<file path="src/rtl/reg_file_sb.sv">
// Register file with one write port, two combinational read ports and a per-register busy scoreboard.
// Optional same-cycle write-to-read bypass is enabled by defining RF_WRITE_BYPASS_EN.
module reg_file_sb #(
  parameter int WIDTH    = 16,
  parameter int DEPTH    = 16,
  parameter int ZERO_REG = 1,
  localparam int ADDR_W  = $clog2(DEPTH)
) (
  input  logic              clk,
  input  logic              rst,
  input  logic              wr_en,
  input  logic [ADDR_W-1:0] wr_addr,
  input  logic [WIDTH-1:0]  wr_data,
  input  logic [ADDR_W-1:0] rd_addr1,
  input  logic [ADDR_W-1:0] rd_addr2,
  output logic [WIDTH-1:0]  rd_data1,
  output logic [WIDTH-1:0]  rd_data2,
  input  logic              busy_set,
  input  logic [ADDR_W-1:0] busy_addr,
  output logic              busy1,
  output logic              busy2,
  output logic [DEPTH-1:0]  busy_vec
);

  logic [WIDTH-1:0] r_mem [DEPTH];
  logic [DEPTH-1:0] r_busy;
  logic [DEPTH-1:0] w_set;
  logic [DEPTH-1:0] w_clr;
  logic [DEPTH-1:0] w_busy_next;
  logic             w_wr_ok;
  logic             w_set_ok;
  logic             w_zero1;
  logic             w_zero2;

  assign w_wr_ok  = wr_en    && !((ZERO_REG != 0) && (wr_addr == '0));
  assign w_set_ok = busy_set && !((ZERO_REG != 0) && (busy_addr == '0));
  assign w_zero1  = (ZERO_REG != 0) && (rd_addr1 == '0);
  assign w_zero2  = (ZERO_REG != 0) && (rd_addr2 == '0);

  // Set decode has priority so a new producer issued as the old one retires stays tracked.
  for (genvar gi = 0; gi < DEPTH; gi++) begin : g_busy
    assign w_set[gi]       = w_set_ok && (busy_addr == ADDR_W'(gi));
    assign w_clr[gi]       = wr_en && (wr_addr == ADDR_W'(gi));
    assign w_busy_next[gi] = w_set[gi] | (r_busy[gi] & ~w_clr[gi]);
  end

  always_ff @(posedge clk) begin
    if (rst) begin
      for (int i = 0; i < DEPTH; i++) r_mem[i] <= '0;
      r_busy <= '0;
    end else begin
      if (w_wr_ok) r_mem[wr_addr] <= wr_data;
      r_busy <= w_busy_next;
    end
  end

  assign busy_vec = r_busy;

`ifdef RF_WRITE_BYPASS_EN
  logic w_byp1;
  logic w_byp2;

  assign w_byp1 = w_wr_ok && !rst && (wr_addr == rd_addr1);
  assign w_byp2 = w_wr_ok && !rst && (wr_addr == rd_addr2);

  always_comb begin
    rd_data1 = w_zero1 ? '0 : (w_byp1 ? wr_data : r_mem[rd_addr1]);
    rd_data2 = w_zero2 ? '0 : (w_byp2 ? wr_data : r_mem[rd_addr2]);
  end

  // A retiring producer hides the busy bit unless a new producer targets the same register.
  assign busy1 = r_busy[rd_addr1] & ~(w_byp1 & ~(busy_set && (busy_addr == rd_addr1)));
  assign busy2 = r_busy[rd_addr2] & ~(w_byp2 & ~(busy_set && (busy_addr == rd_addr2)));
`else
  always_comb begin
    rd_data1 = w_zero1 ? '0 : r_mem[rd_addr1];
    rd_data2 = w_zero2 ? '0 : r_mem[rd_addr2];
  end

  assign busy1 = r_busy[rd_addr1];
  assign busy2 = r_busy[rd_addr2];
`endif

endmodule

</file>
<file path="config.mk">
export PLATFORM = sky130hd
export DESIGN_NAME = reg_file_sb
export DESIGN_NICKNAME = d
export VERILOG_FILES = /design/src/rtl/reg_file_sb.sv
export SDC_FILE = /design/constraint.sdc
export NUM_CORES = 1
export LEC_CHECK = 0
export CORE_MARGIN = 2
export CORE_UTILIZATION = 37
export DETAILED_ROUTE_END_ITERATION = 6
export GPL_ROUTABILITY_DRIVEN = 1
export PLACE_DENSITY = 0.6
export SLEW_MARGIN = 20
export SYNTH_ARGS = -nofsm -noshare
export SYNTH_HDL_FRONTEND = slang
export SYNTH_SLANG_ARGS = --single-unit
</file>
<file path="constraint.sdc">
create_clock -name clk -period 5.4 [get_ports clk]
set_input_delay 1.08 -clock clk [delete_from_list [all_inputs] [get_ports clk]]
set_output_delay 1.08 -clock clk [all_outputs]
set_load 0.01 [all_outputs]
</file>
==> metrics <==
Reg2Reg Launch Point busy_vec[7]; Gates resized, CTS repair 0; setup repair after global routing missed its margin no; routed len/inst 25.4 um; kind of end point of the critical path primary output; PD cells 296 nW/um2; clock root buffer master clkbuf_16; min Tclk post-route 4.95 ns; maximum net fanout on the critical path 17; mux contribution to synthesized area 21.4%; Critical path destination rd_data1[0]; most used standard cells in the synthesized netlist and2_1 (242), edfxtp_1 (241), mux2i_1 (105), mux4_2 (75), a21oi_1 (56); area of the core region 37,400 um2; Yosys Warn Count 0; pin count of the biggest net entering global routing 63; Core Util, Final a little over two fifths; worst min-delay path class flip-flop to flip-flop; reg-to-reg setup timing slack 4.64 ns; upper clock frequency limit 202 MHz; floorplan row count 71; sum of net half-perimeters after detailed placement 25,900 um; number of buffers inserted by hold repair at cts 0; total stage count of the critical path 6; clock sink count 257; Clock Skew 0 ns; Leak 5.69 nW; clock buffer depth 3; share of final-layout standard cells stronger than drive strength 1 18.3%; most numerous cell in the Yosys netlist and2_1; Post-Synth Simple-Gate Area 14.0%; number of search-and-repair iterations in the first detailed-routing pass 5; status completed; Worst Setup Start Kind primary input; wire length of the first global-routing pass 61,000 um; count of max-cap constraint violations 0; area share of fa/ha/maj cells after synthesis 0%; Critical path buffers and inverters 2; drt drc 0; I/O pin cnt 86; Avg Vias per Cell 5.60; Max transition margin 19.0%; DIE HEIGHT 198 um; highest cell delay on the worst timing path 1.03 ns; floorplan die width 198 um; R2R depth 2; number of setup buffers added after CTS 0; overall via count from detail_route ~9,100; post-synth cell types 49; total number of nets in the final design 1,125; Post-Syn Nets 1,062; antenna violations before repair 1; final-report setup violation count 0; die area 39,300 um2; number of storage elements in the synthesis netlist 257; main combinational cell family by area after synthesis multiplexers; total overflow reported by the global router 0; category of cells accounting for the largest share of critical-path delay compound AO/OA/AOI/OAI gates; biggest area consumer among synthesized cells edfxtp_1; XOR/XNOR Fraction of Synth Area 0%; overall routed net length 41,200 um; Initial DRC Count 826; number of global-route vias before repair about 9,300; number of endpoints with negative hold slack in the final report 0; crit path cell chain buf_2, nand2b_1, o22ai_1, a2111oi_0, a21oi_1, clkdlybuf4s50_1; commonest register cell after synthesis edfxtp_1; WP data required 4.32 ns; GRT Resource Usage Total 21.2%; Port Buf Inserts 85; Layout Area Growth over Synthesis 16.0%; mean instance size in the synthesized netlist 13.6 um2; actual slew at the worst max-slew pin 1.18 ns; clock latency on the worst-skew pair 0.54 ns; Post-synth EDFFs about 240; share of the cycle needed by the critical path after routing 91.7%; top-area cell type share of the netlist area 51.8%; data arrival at the endpoint of the critical path 3.87 ns; peak supply drop 221 uV; endpoint of the worst register-to-register path busy_vec[7]; final number of max-transition violations 0; Layout fillers 3,372; cts bufs inserted 28; cell at the slowest stage of the critical path a2111oi_0; number of nets still failing antenna checks after routing 0; combined area of all synthesized cells 14,000 um2; initial standard-cell utilization of the core a little under two fifths; deepest level of the CTS H-tree 1; CP Launch Point rd_addr1[3]; Synth Area in Compound Gates 6.93%; post-synthesis async set-or-reset flop share 0%; weighted congestion at the end of routability-driven global placement 0.814; CTS tree yes; CTS clock-pin slew for the worst setup and hold paths 0.06 ns; Setup Crit Path Kind primary input to primary output; Total Neg Setup Slack 0 ns; ranking of synthesized cells by area edfxtp_1 (52%), mux4_2 (12%), and2_1 (11%); number of standard cells after synthesis between 1,000 and 1,500; share of synthesized area occupied by flip-flops and latches 54.1%
## cell families after synthesis
| group | after synthesis |
|---|---|
| mux | 199 |
| compound gates | 149 |
| flops | 257 |
| other cells | 1 |
| buf+inv | 97 |
| simple gates | 323 |
## worst min path at each step
stage	end	from	slack, ns	cells past startpoint
after floorplan	busy_vec[4]	busy_vec[4]	0.51	2
after global placement	busy_vec[1]	busy_vec[1]	0.50	2
after detailed placement	busy_vec[2]	busy_vec[2]	0.51	2
after CTS	busy_vec[13]	busy_vec[13]	0.52	2
after global routing	busy_vec[15]	busy_vec[15]	0.54	2
final	busy_vec[1]	busy_vec[1]	0.52	2
## area by class of cell
type,instances,area (um2),share of cell area (%)
timing repair buffer,121,1130,6.98
inverter,9,33.8,0.209
clock inverter,14,86.3,0.533
clock buffer,36,752,4.64
sequential,257,7560,46.7
multi-input combinational,672,5990,37.0
tap,511,639,3.95
antenna,1,2.50,0.0155
## cells in the final DEF (no fill, tap or decap), drive strengths merged, types with 9 or more instances in the layout
master	count
a2111oi	15
a21oi	56
a221o	15
a22oi	16
and2	242
buf	42
clkbuf	36
clkdlybuf4s50	79
clkinv	13
dfxtp	16
edfxtp	241
inv	9
mux2	17
mux2i	105
mux4	77
nand2	18
nor2	30
o21ai	22
o22ai	16
## where the power goes
part | internal [mW] | switching (mW)
clock | 1.02 | 0.776
sequential | 2.29 | 0.0604
combinational | 0.287 | 0.358
total | 3.60 | 1.19
## worst reg2reg max path, stage by stage, from the launching register on
cell and delay, ns:
dfxtp_1 0.39, o21ai_0 0.11, a21oi_1 0.18
## stage by stage
stage | power, mW | cell area (um2) | setup WS, ns | hold WS [ns] | std cells
CTS | 4.81 | 16200 | 0.573 | 0.518 | 1619
finish | 4.79 | 16200 | 0.446 | 0.515 | 1621
detailed placement | 3.03 | 15300 | 0.581 | 0.505 | 1569
global placement | 3.02 | 15300 | 0.581 | 0.501 | 1569
floorplan | 2.75 | 14000 | 2.06 | 0.505 | 1026
global route | 4.94 | 16200 | 0.372 | 0.541 | 1621
## metal layers
layer	GRT usage [%]	up-vias	part of all wire, %
met4	7.16	0	2.9
met2	36.2	368	49
met3	2.57	87	6.3
met1	27.9	4600	41
met5	0	-	0
li1	-	4024	-
## sequential cells by signal, summed over array words and instances (netlist names)
register and cells:
busy_vec 16, r_mem 241
Note: power is estimated with default switching activity, not from simulation.
